## src/rtl/lsu_subword_rmw.sv

```systemverilog
// Load/store unit that turns RISC-V byte/half/word accesses into word accesses with RMW stores.
// Optional LSU_PERF_CNT_EN adds load/store/error completion counters.
module lsu_subword_rmw #(
    parameter int unsigned MEM_WORDS = 256
`ifdef LSU_PERF_CNT_EN
    ,
    parameter int unsigned CNT_W = 16
`endif
) (
    input  logic             clk,
    input  logic             rst_n,
    input  logic             req_valid_i,
    output logic             req_ready_o,
    input  logic             req_we_i,
    input  logic [2:0]       req_funct3_i,
    input  logic [31:0]      req_addr_i,
    input  logic [31:0]      req_wdata_i,
    output logic             resp_valid_o,
    output logic [31:0]      resp_rdata_o,
    output logic             resp_err_o,
    output logic             mem_re_o,
    output logic             mem_we_o,
    output logic [31:0]      mem_addr_o,
    output logic [31:0]      mem_wdata_o,
    input  logic [31:0]      mem_rdata_i
`ifdef LSU_PERF_CNT_EN
    ,
    output logic [CNT_W-1:0] ld_cnt_o,
    output logic [CNT_W-1:0] st_cnt_o,
    output logic [CNT_W-1:0] err_cnt_o
`endif
);

    localparam logic [32:0] AddrLimit = 33'(MEM_WORDS) << 2;

    typedef enum logic [1:0] {StIdle, StRd, StWr, StDone} state_e;

    state_e      state_q, state_d;
    logic        we_q, err_q;
    logic [2:0]  funct3_q;
    logic [31:0] addr_q, wdata_q, merge_q, rdata_q;

    logic        accept, req_err;
    logic [31:0] load_data, merged;

    assign accept = req_valid_i && (state_q == StIdle);

    always_comb begin
        logic misal, illegal, oor;
        misal   = (req_funct3_i[1:0] == 2'b01 && req_addr_i[0]) ||
                  (req_funct3_i == 3'b010 && req_addr_i[1:0] != 2'b00);
        illegal = (req_funct3_i == 3'b011) || (req_funct3_i[2:1] == 2'b11) ||
                  (req_we_i && req_funct3_i[2]);
        oor     = {1'b0, req_addr_i} >= AddrLimit;
        req_err = misal || illegal || oor;
    end

    always_comb begin
        logic [7:0]  lane_b;
        logic [15:0] lane_h;
        lane_b = mem_rdata_i[{addr_q[1:0], 3'b000} +: 8];
        lane_h = addr_q[1] ? mem_rdata_i[31:16] : mem_rdata_i[15:0];
        case (funct3_q)
            3'b000:  load_data = {{24{lane_b[7]}}, lane_b};
            3'b001:  load_data = {{16{lane_h[15]}}, lane_h};
            3'b010:  load_data = mem_rdata_i;
            3'b100:  load_data = {24'b0, lane_b};
            3'b101:  load_data = {16'b0, lane_h};
            default: load_data = 32'b0;
        endcase
        merged = mem_rdata_i;
        if (!funct3_q[0]) merged[{addr_q[1:0], 3'b000} +: 8] = wdata_q[7:0];
        else              merged[{addr_q[1], 4'b0000} +: 16] = wdata_q[15:0];
    end

    always_ff @(posedge clk or negedge rst_n) begin
        if (!rst_n) state_q <= StIdle;
        else        state_q <= state_d;
    end

    always_comb begin
        state_d = state_q;
        case (state_q)
            StIdle: begin
                if (accept) begin
                    if (req_err)                      state_d = StDone;
                    else if (!req_we_i)               state_d = StRd;
                    else if (req_funct3_i == 3'b010)  state_d = StWr;
                    else                              state_d = StRd;
                end
            end
            StRd:    state_d = we_q ? StWr : StDone;
            StWr:    state_d = StDone;
            StDone:  state_d = StIdle;
            default: state_d = StIdle;
        endcase
    end

    always_comb begin
        req_ready_o  = (state_q == StIdle);
        mem_re_o     = (state_q == StRd);
        mem_we_o     = (state_q == StWr);
        resp_valid_o = (state_q == StDone);
        resp_err_o   = (state_q == StDone) && err_q;
        resp_rdata_o = rdata_q;
        mem_addr_o   = {addr_q[31:2], 2'b00};
        mem_wdata_o  = (funct3_q == 3'b010) ? wdata_q : merge_q;
    end

    // Load result and RMW merge word are both captured from the single RD cycle.
    always_ff @(posedge clk or negedge rst_n) begin
        if (!rst_n) begin
            we_q     <= 1'b0;
            err_q    <= 1'b0;
            funct3_q <= 3'b0;
            addr_q   <= 32'b0;
            wdata_q  <= 32'b0;
            merge_q  <= 32'b0;
            rdata_q  <= 32'b0;
        end else if (accept) begin
            we_q     <= req_we_i;
            err_q    <= req_err;
            funct3_q <= req_funct3_i;
            addr_q   <= req_addr_i;
            wdata_q  <= req_wdata_i;
            rdata_q  <= 32'b0;
        end else if (state_q == StRd) begin
            if (we_q) merge_q <= merged;
            else      rdata_q <= load_data;
        end
    end

`ifdef LSU_PERF_CNT_EN
    always_ff @(posedge clk or negedge rst_n) begin
        if (!rst_n) begin
            ld_cnt_o  <= '0;
            st_cnt_o  <= '0;
            err_cnt_o <= '0;
        end else if (state_q == StDone) begin
            if (err_q)      err_cnt_o <= err_cnt_o + 1'b1;
            else if (we_q)  st_cnt_o  <= st_cnt_o + 1'b1;
            else            ld_cnt_o  <= ld_cnt_o + 1'b1;
        end
    end
`endif

endmodule

```

## config.mk

```make
export PLATFORM = sky130hd
export DESIGN_NAME = lsu_subword_rmw
export DESIGN_NICKNAME = d
export VERILOG_FILES = /design/src/rtl/lsu_subword_rmw.sv
export SDC_FILE = /design/constraint.sdc
export NUM_CORES = 1
export LEC_CHECK = 0
export BUFFER_PORTS_ARGS = -buffer_cell sky130_fd_sc_hd__buf_2
export CORE_ASPECT_RATIO = 1.75
export CORE_UTILIZATION = 53
export DETAILED_ROUTE_END_ITERATION = 7
export PLACE_DENSITY = 0.87
export SYNTH_ARGS = -nofsm -noshare
export SYNTH_HDL_FRONTEND = slang
export SYNTH_SLANG_ARGS = --single-unit
```

## constraint.sdc

```tcl
create_clock -name clk -period 2.85 [get_ports clk]
set_clock_uncertainty 0.15 [all_clocks]
set_input_delay 0.57 -clock clk [delete_from_list [all_inputs] [get_ports clk]]
set_output_delay 0.57 -clock clk [all_outputs]
set_load 0.02 [all_outputs]
```

**Yosys cells after proc, flatten, opt, wreduce, memory -nomap -nowiden**

Cells that the tools add are included.

- Shift-type cells: 5
- Multiplexer cells: 15
- Eq/ne operators: 13
- Add/subtract/negate cells: 2
- Bitwise gates (word level): 1
- Order comparisons: 1
- Reductions and logical operators: 16

Operator list:

| cell | count |
|---|---|
| 32-bit 2-to-1 mux | 5 |
| 32-bit case mux with 5 select lines | 1 |
| 32-bit bitwise mux | 2 |
| 32-bit by 11-bit >= comparator with 1-bit output (second input constant) | 1 |
| 16-bit by 7-bit variable shift with 32-bit output (first input constant) | 1 |
| 8-bit by 7-bit variable shift with 32-bit output (first input constant) | 1 |
| 16-bit by 7-bit indexed part select with 32-bit output | 1 |
| 32-bit by 6-bit indexed part select with 8-bit output | 1 |
| 8-bit by 7-bit indexed part select with 32-bit output | 1 |
| 16-bit 2-to-1 mux | 1 |
| 5-bit negation with 7-bit output | 2 |
| 3-bit by 2-bit equality test with 1-bit output (second input constant) | 3 |
| 2-bit 2-to-1 mux | 4 |
| 2-bit case mux with 4 select lines | 1 |
| 2-bit equality test (second input constant) | 3 |
| 3-bit equality test (second input constant) | 2 |
| 1-bit logical AND | 5 |
| 1-bit logical OR | 5 |
| 2-bit by 1-bit equality test with 1-bit output (second input constant) | 2 |
| 2-bit by 1-bit inequality test with 1-bit output (second input constant) | 2 |
| 2-bit nonzero test | 2 |
| 3-bit by 1-bit equality test with 1-bit output (second input constant) | 1 |
| 3-bit zero test | 1 |
| 3-bit AND reduction | 1 |
| other kinds (4) | 4 |

- Output and inout port bits: 101
- Flip-flop bits (word level): 135

**Depth between registers and ports, before layout**

Gate-level depths: netlist (run 1).

- Depth after elaboration: 8
- Depth in mapped cells: 8
- Depth with buffers taken out: 6

**Worst setup path after synthesis (run 1)**

OpenSTA, ideal clock, no wires.

- Path type: reg-to-output
- Start: reg funct3_q[2]
- End: out mem_wdata_o[10]
- Slack: 688 ps
- Data arrival time: 1442 ps
- Stages on the path, launching flop included: 5
- Cell sequence: dfrtp_1 or3b_1 buf_4 buf_6 mux2_2

- Word-level cells in the longest chain between the ends: 2

RTL lines:

| what | RTL line | RTL |
|---|---|---|
| start: declaration | 40 | `logic [2:0] funct3_q;` |
| start signal: assignment | 123 | `funct3_q <= req_funct3_i;` |
| 3-bit by 2-bit equality test with 1-bit output | 107 | `mem_wdata_o = (funct3_q == 3'b010) ? wdata_q : merge_q;` |
| 32-bit 2-to-1 mux | 107 |  |
| end: declaration | 24 | `output logic [31:0] mem_wdata_o,` |

Every way passes these cells.

**Worst setup path in the final report (run 1)**

- Start: reg funct3_q[0]
- End: out mem_wdata_o[11]

The elaborated chain is that of the path after synthesis.

==> out/results.tsv, run 1 <==
metric	value	unit
Core ar.	13300	um^2
endpoints failing hold	0	
pre-CTS setup slack	0.466	ns
Post-synth EDFFs	0	
#FFs+latches synth	135	
Filler Cell Count	1105	
Max clock buf depth	2	
Sw Share	41.8	%
status	complete, no violations	
final worst path period share	96.4	%
actual slew at the worst max-slew pin	0.845	ns
Die Width	90.2	um
combinational share of power	46.1	%
DPL Wire Length	15.5	mm
post-synth top area cell	dfrtp_1	
dominant cells by area after synthesis	dfrtp_1 47%, nand2_1 12%, mux2_2 6.7%, a221o_1 6.5%, mux2i_1 4.2%	
nets	998	
Netlist cell types	46	
layout cells sized above 1	34.1	%
clock power share	22.1	%
crit-path max cell delay	0.48	ns
Yosys warnings	0	
Setup WS post-layout	0.104	ns
critical path type	flop to output pin	
f_max	364	MHz
internal power	6.29	mW
Final setup viols	0	
Post-synth top cells	223 x nand2_1, 135 x dfrtp_1, 47 x a221o_1	
sequential share of power	31.8	%
fin cells	1071	
worst min path class	input pin to flop	
cts bufs inserted	17	
cell at the slowest stage of the critical path	dfrtp_2	
gr usage total	31.4	%
net switching power	4.52	mW
H-tree Lvls	4	
Post-synth ARST share	100	%
die area	14100	um^2
count leader, synth	nand2_1	
RSZ-0062 raised after global routing	no	
cell family with most CP delay	flip-flops	
Final ANT Viol Nets	0	
CTS Root Cell	clkbuf_16	
setup TNS	0	ns
Starting Density	54.1	%
wire length per cell	20.2	um
first-pass GRT wire length	33.7	mm
GRT overflow	0	
Design Area, Final	8750	um^2
peak supply drop	566	uV
num rows	56	
vias per cell	5.91	
Slew headroom	43.3	%
final wirelength	21.7	mm
Seq/Total Area, Yosys	46.9	%
Via Count	6325	
crit end category	output pin	
ys flop type	dfrtp_1	
port bufs	201	
1st-iter DRT viols	701	
Cells after Synth	732	
Synth Cell Area	7210	um^2
IO Pins	204	
number of max-cap violations	0	
Cells after DPL	1039	
post-CTS setup buffers	0	
CP Launch Type	flop	
leakage	4.52	nW
number of global-route vias before repair	6217	
Worst EP arrival	2.03	ns
top cell type's share of synthesized area	46.9	%
Syn Area/Cell	9.85	um^2
Final Max Slew Viols	0	
Antenna Cells	0	
critical path required time	2.13	ns
Die Y	156	um
initial antenna violation count	0	
worst-path cell chain	or3b_1 > buf_6 > mux2_2 > buf_2	
Area after DPL	8100	um^2
Area growth syn-to-layout	21.4	%
largest net degree at the start of global routing	66	
clk slew on worst S/H paths	0.06	ns
Skew-Pair Late Insertion Delay	0.42	ns
Worst Path Buf+Inv	2	
DRC errors left	0	
min Tclk post-route	2.75	ns
largest fanout on the critical path	34	
RePlAce Congestion	0.943	
Power Density	1240	nW/um^2
CTS tree	yes	
clock sinks	135	
Initial DRT Pass Iterations	6	
## per-layer routing
| metal | GRT usage (%) | up-vias | part of all wire (%) |
|---|---|---|---|
| li1 | - | 2896 | - |
| met1 | 36.1 | 2978 | 37 |
| met2 | 53.3 | 367 | 50 |
| met3 | 6.41 | 84 | 7.0 |
| met4 | 19.8 | 0 | 6.1 |
| met5 | 0 | - | 0 |
## logic make-up after synthesis
group                    synth area share, %
AO/OA/AOI/OAI                           17.0
adder cells (fa/ha/maj)                 1.74
buffers and inverters                   7.48
flip-flops                              46.9
multiplexers                            11.4
other                                 0.0520
AND/OR/NAND/NOR                         15.4
## tightest hold or removal path, delay by kind of cell
family / cells / cell delay, ns
buffers and inverters: 1 / 0.07
AND/OR/NAND/NOR: 2 / 0.08
## final timing paths
path,from,end,slack (ns),cells after the start
setup / recovery,funct3_q[0],mem_wdata_o[11],0.10,4
setup reg to reg,state_q[1],resp_rdata_o[21],0.43,6
hold reg to reg,addr_q[9],addr_q[9],0.32,2
hold / removal,req_addr_i[3],addr_q[3],0.19,3
min in group asynchronous,rst_n,wdata_q[20],0.53,2
max in group asynchronous,rst_n,merge_q[5],1.30,3
## sequential cells by signal (all words and copies together) (netlist names)
signal and count:
state_q 2, funct3_q 3, merge_q 32, resp_rdata_o 32, we_q 1, addr_q 32, err_q 1, wdata_q 32
## cells in the final DEF (no fill, tap or decap), types with 7 or more instances in the layout
| cell type | netlist | final |
|---|---|---|
| a221o_1 | 47 | 47 |
| a222oi_1 | 7 | 7 |
| mux2_2 | 43 | 43 |
| a221oi_1 | 8 | 8 |
| clkbuf_16 | 0 | 17 |
| a22o_1 | 30 | 30 |
| a21oi_1 | 30 | 30 |
| ha_1 | 10 | 10 |
| inv_1 | 8 | 8 |
| o21ai_1 | 9 | 9 |
| nand2_1 | 223 | 221 |
| mux2i_1 | 30 | 30 |
| o21ai_0 | 16 | 16 |
| buf_4 | 35 | 16 |
| buf_2 | 8 | 200 |
| dfrtp_1 | 135 | 133 |
## timing repair
item / CTS / global route
hold endpoints to repair: 49 / 0
gates resized for setup: 0 / 1
hold buffers: 1 / 0
endpoints found under the setup margin: 0 / 32
## cell type report
type	instances	area (um^2)	area share (%)
flip-flops and latches	135	3380	38.6
well taps	174	218	2.49
multi-input cells	502	3300	37.7
clock inverters	12	201	2.30
repair buffers	220	1170	13.4
clock buffers	19	443	5.06
inverters	9	33.8	0.386
## per-stage QoR
stage          utilization, %  hold WS (ns)  power [mW]
3_5_place_dp             60.8         0.307        8.36
6_report                 65.8         0.186        10.8
2_1_floorplan               -         0.124        7.11
3_3_place_gp             60.8         0.302        8.20
4_1_cts                  65.7         0.174        10.8
5_1_grt                  65.8         0.188        11.4
## power groups by stage
stage          logic [mW]  registers, mW  clock network [mW]
4_1_cts              4.97           3.42                2.42
2_1_floorplan        3.89           3.23                   0
5_1_grt              5.39           3.52                2.50
3_5_place_dp         4.93           3.43                   0
3_3_place_gp         4.77           3.42                   0
6_report             4.98           3.44                2.39
Note: power is estimated with default switching activity, not from simulation.
==> run 2, diff against run 1 <==
--- a/config.mk
+++ b/config.mk
@@ -9,7 +9,7 @@
 export CORE_ASPECT_RATIO = 1.75
 export CORE_UTILIZATION = 53
 export DETAILED_ROUTE_END_ITERATION = 7
-export PLACE_DENSITY = 0.87
+export PLACE_DENSITY_LB_ADDON = 0.2
 export SYNTH_ARGS = -nofsm -noshare
 export SYNTH_HDL_FRONTEND = slang
 export SYNTH_SLANG_ARGS = --single-unit
==> constraint.sdc (replaced) <==
create_clock -name clk -period 2.85 [get_ports clk]
set_clock_uncertainty 0.15 [all_clocks]
set_input_delay 0.285 -clock clk [delete_from_list [all_inputs] [get_ports clk]]
set_output_delay 0.285 -clock clk [all_outputs]
set_load 0.02 [all_outputs]
==> run 2 against run 1 <==
Sequential power about the same. Non-clock buffer count rose by 70. Largest cell class unchanged. Total power grew 2.8%. Largest power group unchanged. Combinational power up 4%. Critical path depth unchanged. Critical endpoint unchanged. Core utilization is 5.7 points higher. Die area unchanged. Count of clock-buffer cells in the layout fell by 1. Cell area is 8.6% higher.
==> out/results.tsv, run 2 (synthesis results as in run 1) <==
metric	value	unit	change
WL met1	8.41	mm	+5.3%
Initial DRT Pass Iterations	5		-1
Worst Path Buf+Inv	2		unchanged
pre-CTS setup slack	0.266	ns	-0.200 ns
Util after Layout	71.4	%	+5.7 points
leakage	4.84	nW	+7.1%
min Tclk post-route	2.57	ns	-0.180 ns
RSZ-0062 raised after global routing	no		
num rows	56		unchanged
CP Launch Type	flop		
met3 wire len	1.55	mm	+3.0%
GRT overflow	0		unchanged
Filler Cell Count	1008		-8.8%
DRC errors left	0		unchanged
met2 WL	11.3	mm	+4.3%
clock sinks	135		unchanged
critical path required time	2.41	ns	+0.28 ns
Starting Density	54.1	%	unchanged
vias per cell	5.81		-1.6%
Cells after DPL	1041		+0.19%
largest fanout on the critical path	17		-50%
H-tree Lvls	4		unchanged
Design Area, Final	9510	um^2	+8.6%
Worst EP arrival	2.13	ns	+0.10 ns
Seq. cell area	3380	um^2	unchanged
RePlAce Congestion	0.932		-1.2%
Area growth syn-to-layout	31.9	%	
Max clock buf depth	2		unchanged
Area after DPL	8140	um^2	+0.49%
critical path type	flop to output pin		
status	complete, no violations		
port bufs	201		unchanged
cell at the slowest stage of the critical path	dfrtp_2		
Skew-Pair Late Insertion Delay	0.43	ns	about the same
layout cells sized above 1	32.1	%	-2.0 points
final worst path period share	90.0	%	-6.3 points
die area	14100	um^2	unchanged
DPL Wire Length	14.9	mm	-4.1%
fin cells	1142		+6.6%
number of max-cap violations	0		unchanged
1st-iter DRT viols	610		-13%
final wirelength	22.3	mm	+3.1%
f_max	390	MHz	+7.0%
actual slew at the worst max-slew pin	0.849	ns	+0.00496 ns
cts bufs inserted	17		unchanged
cell family with most CP delay	flip-flops		
crit end category	output pin		
CTS tree	yes		
nets	1068		+7.0%
total power	11.1	mW	+2.8%
Die Y	156	um	unchanged
top sig layer	met4		
endpoints failing hold	0		unchanged
Core ar.	13300	um^2	unchanged
most common cell after layout, fill and taps aside	nand2_1		
Power Density	1170	nW/um^2	-5.4%
worst-path cell chain	or3b_1 > buf_4 > mux2_2 > buf_2		
Die Width	90.2	um	unchanged
Antenna Cells	0		unchanged
reg2reg setup slack	0.40	ns	-0.03 ns
Via Count	6638		+4.9%
peak supply drop	571	uV	+0.85%
IO Pins	204		unchanged
CTS Root Cell	clkbuf_16		
most frequent cells in the layout	221 x nand2_1, 200 x buf_2, 133 x dfrtp_1		
clk slew on worst S/H paths	0.06	ns	about the same
multi-input logic area	3310	um^2	+0.19%
Slew headroom	42.6	%	-0.71 points
largest net degree at the start of global routing	75		+14%
gr usage total	32.6	%	+1.3 points
worst min path class	input pin to flop		
crit-path max cell delay	0.53	ns	+0.05 ns
setup TNS	0	ns	unchanged
initial antenna violation count	0		unchanged
Final Max Slew Viols	0		unchanged
number of global-route vias before repair	6626		+6.6%
WHS	0.0231	ns	-0.163 ns
wire length per cell	19.6	um	-3.3%
Final setup viols	0		unchanged
first-pass GRT wire length	35.1	mm	+4.3%
Final ANT Viol Nets	0		unchanged
Setup WS post-layout	0.284	ns	+0.180 ns
[run 2: cell types whose count changed in the layout (fill, tap and decap cells not counted)]
cell	previous run	this run
clkinv_2	2	0
inv_6	0	4
buf_6	2	1
nor4bb_1	2	1
buf_12	1	3
clkinv_4	3	1
nor4bb_2	0	1
clkbuf_1	1	0
inv_8	0	3
buf_4	16	17
clkinvlp_4	2	1
dlygate4sd3_1	1	69
[run 2: power by group]
group	switching (mW)	internal, mW
sequential	0.717	2.71
clock	0.917	1.61
combinational	3.04	2.13
[run 2: final timing paths]
kind / from / to / cells past startpoint
worst max-delay path: funct3_q[0] / mem_wdata_o[11] / 4
worst min-delay path: mem_rdata_i[28] / resp_rdata_o[28] / 2
worst max register to register: addr_q[1] / merge_q[27] / 6
worst min register to register: addr_q[31] / addr_q[31] / 2
max in group asynchronous: rst_n / addr_q[13] / 3
min in group asynchronous: rst_n / merge_q[5] / 2
[run 2: layout make-up]
cell class / instances / area share [%]
clock buffers: 18 / 4.62
clock inverters: 14 / 2.47
inverters: 9 / 0.355
multi-input cells: 502 / 34.8
flip-flops and latches: 135 / 35.6
well taps: 174 / 2.29
repair buffers: 290 / 19.9
[run 2: per-layer routing]
metal | track usage (%) | vias to the layer above
met3 | 6.51 | 64
met2 | 57.5 | 347
li1 | - | 3026
met5 | 0 | -
met1 | 37.2 | 3201
met4 | 17.4 | 0
[run 2: what timing repair did]
action / CTS / global route
hold endpoints to repair: 107 / 0
resized for setup: 0 / 1
endpoints found under the setup margin: 0 / 1
hold buffers: 69 / 0
setup buffers: 0 / 0
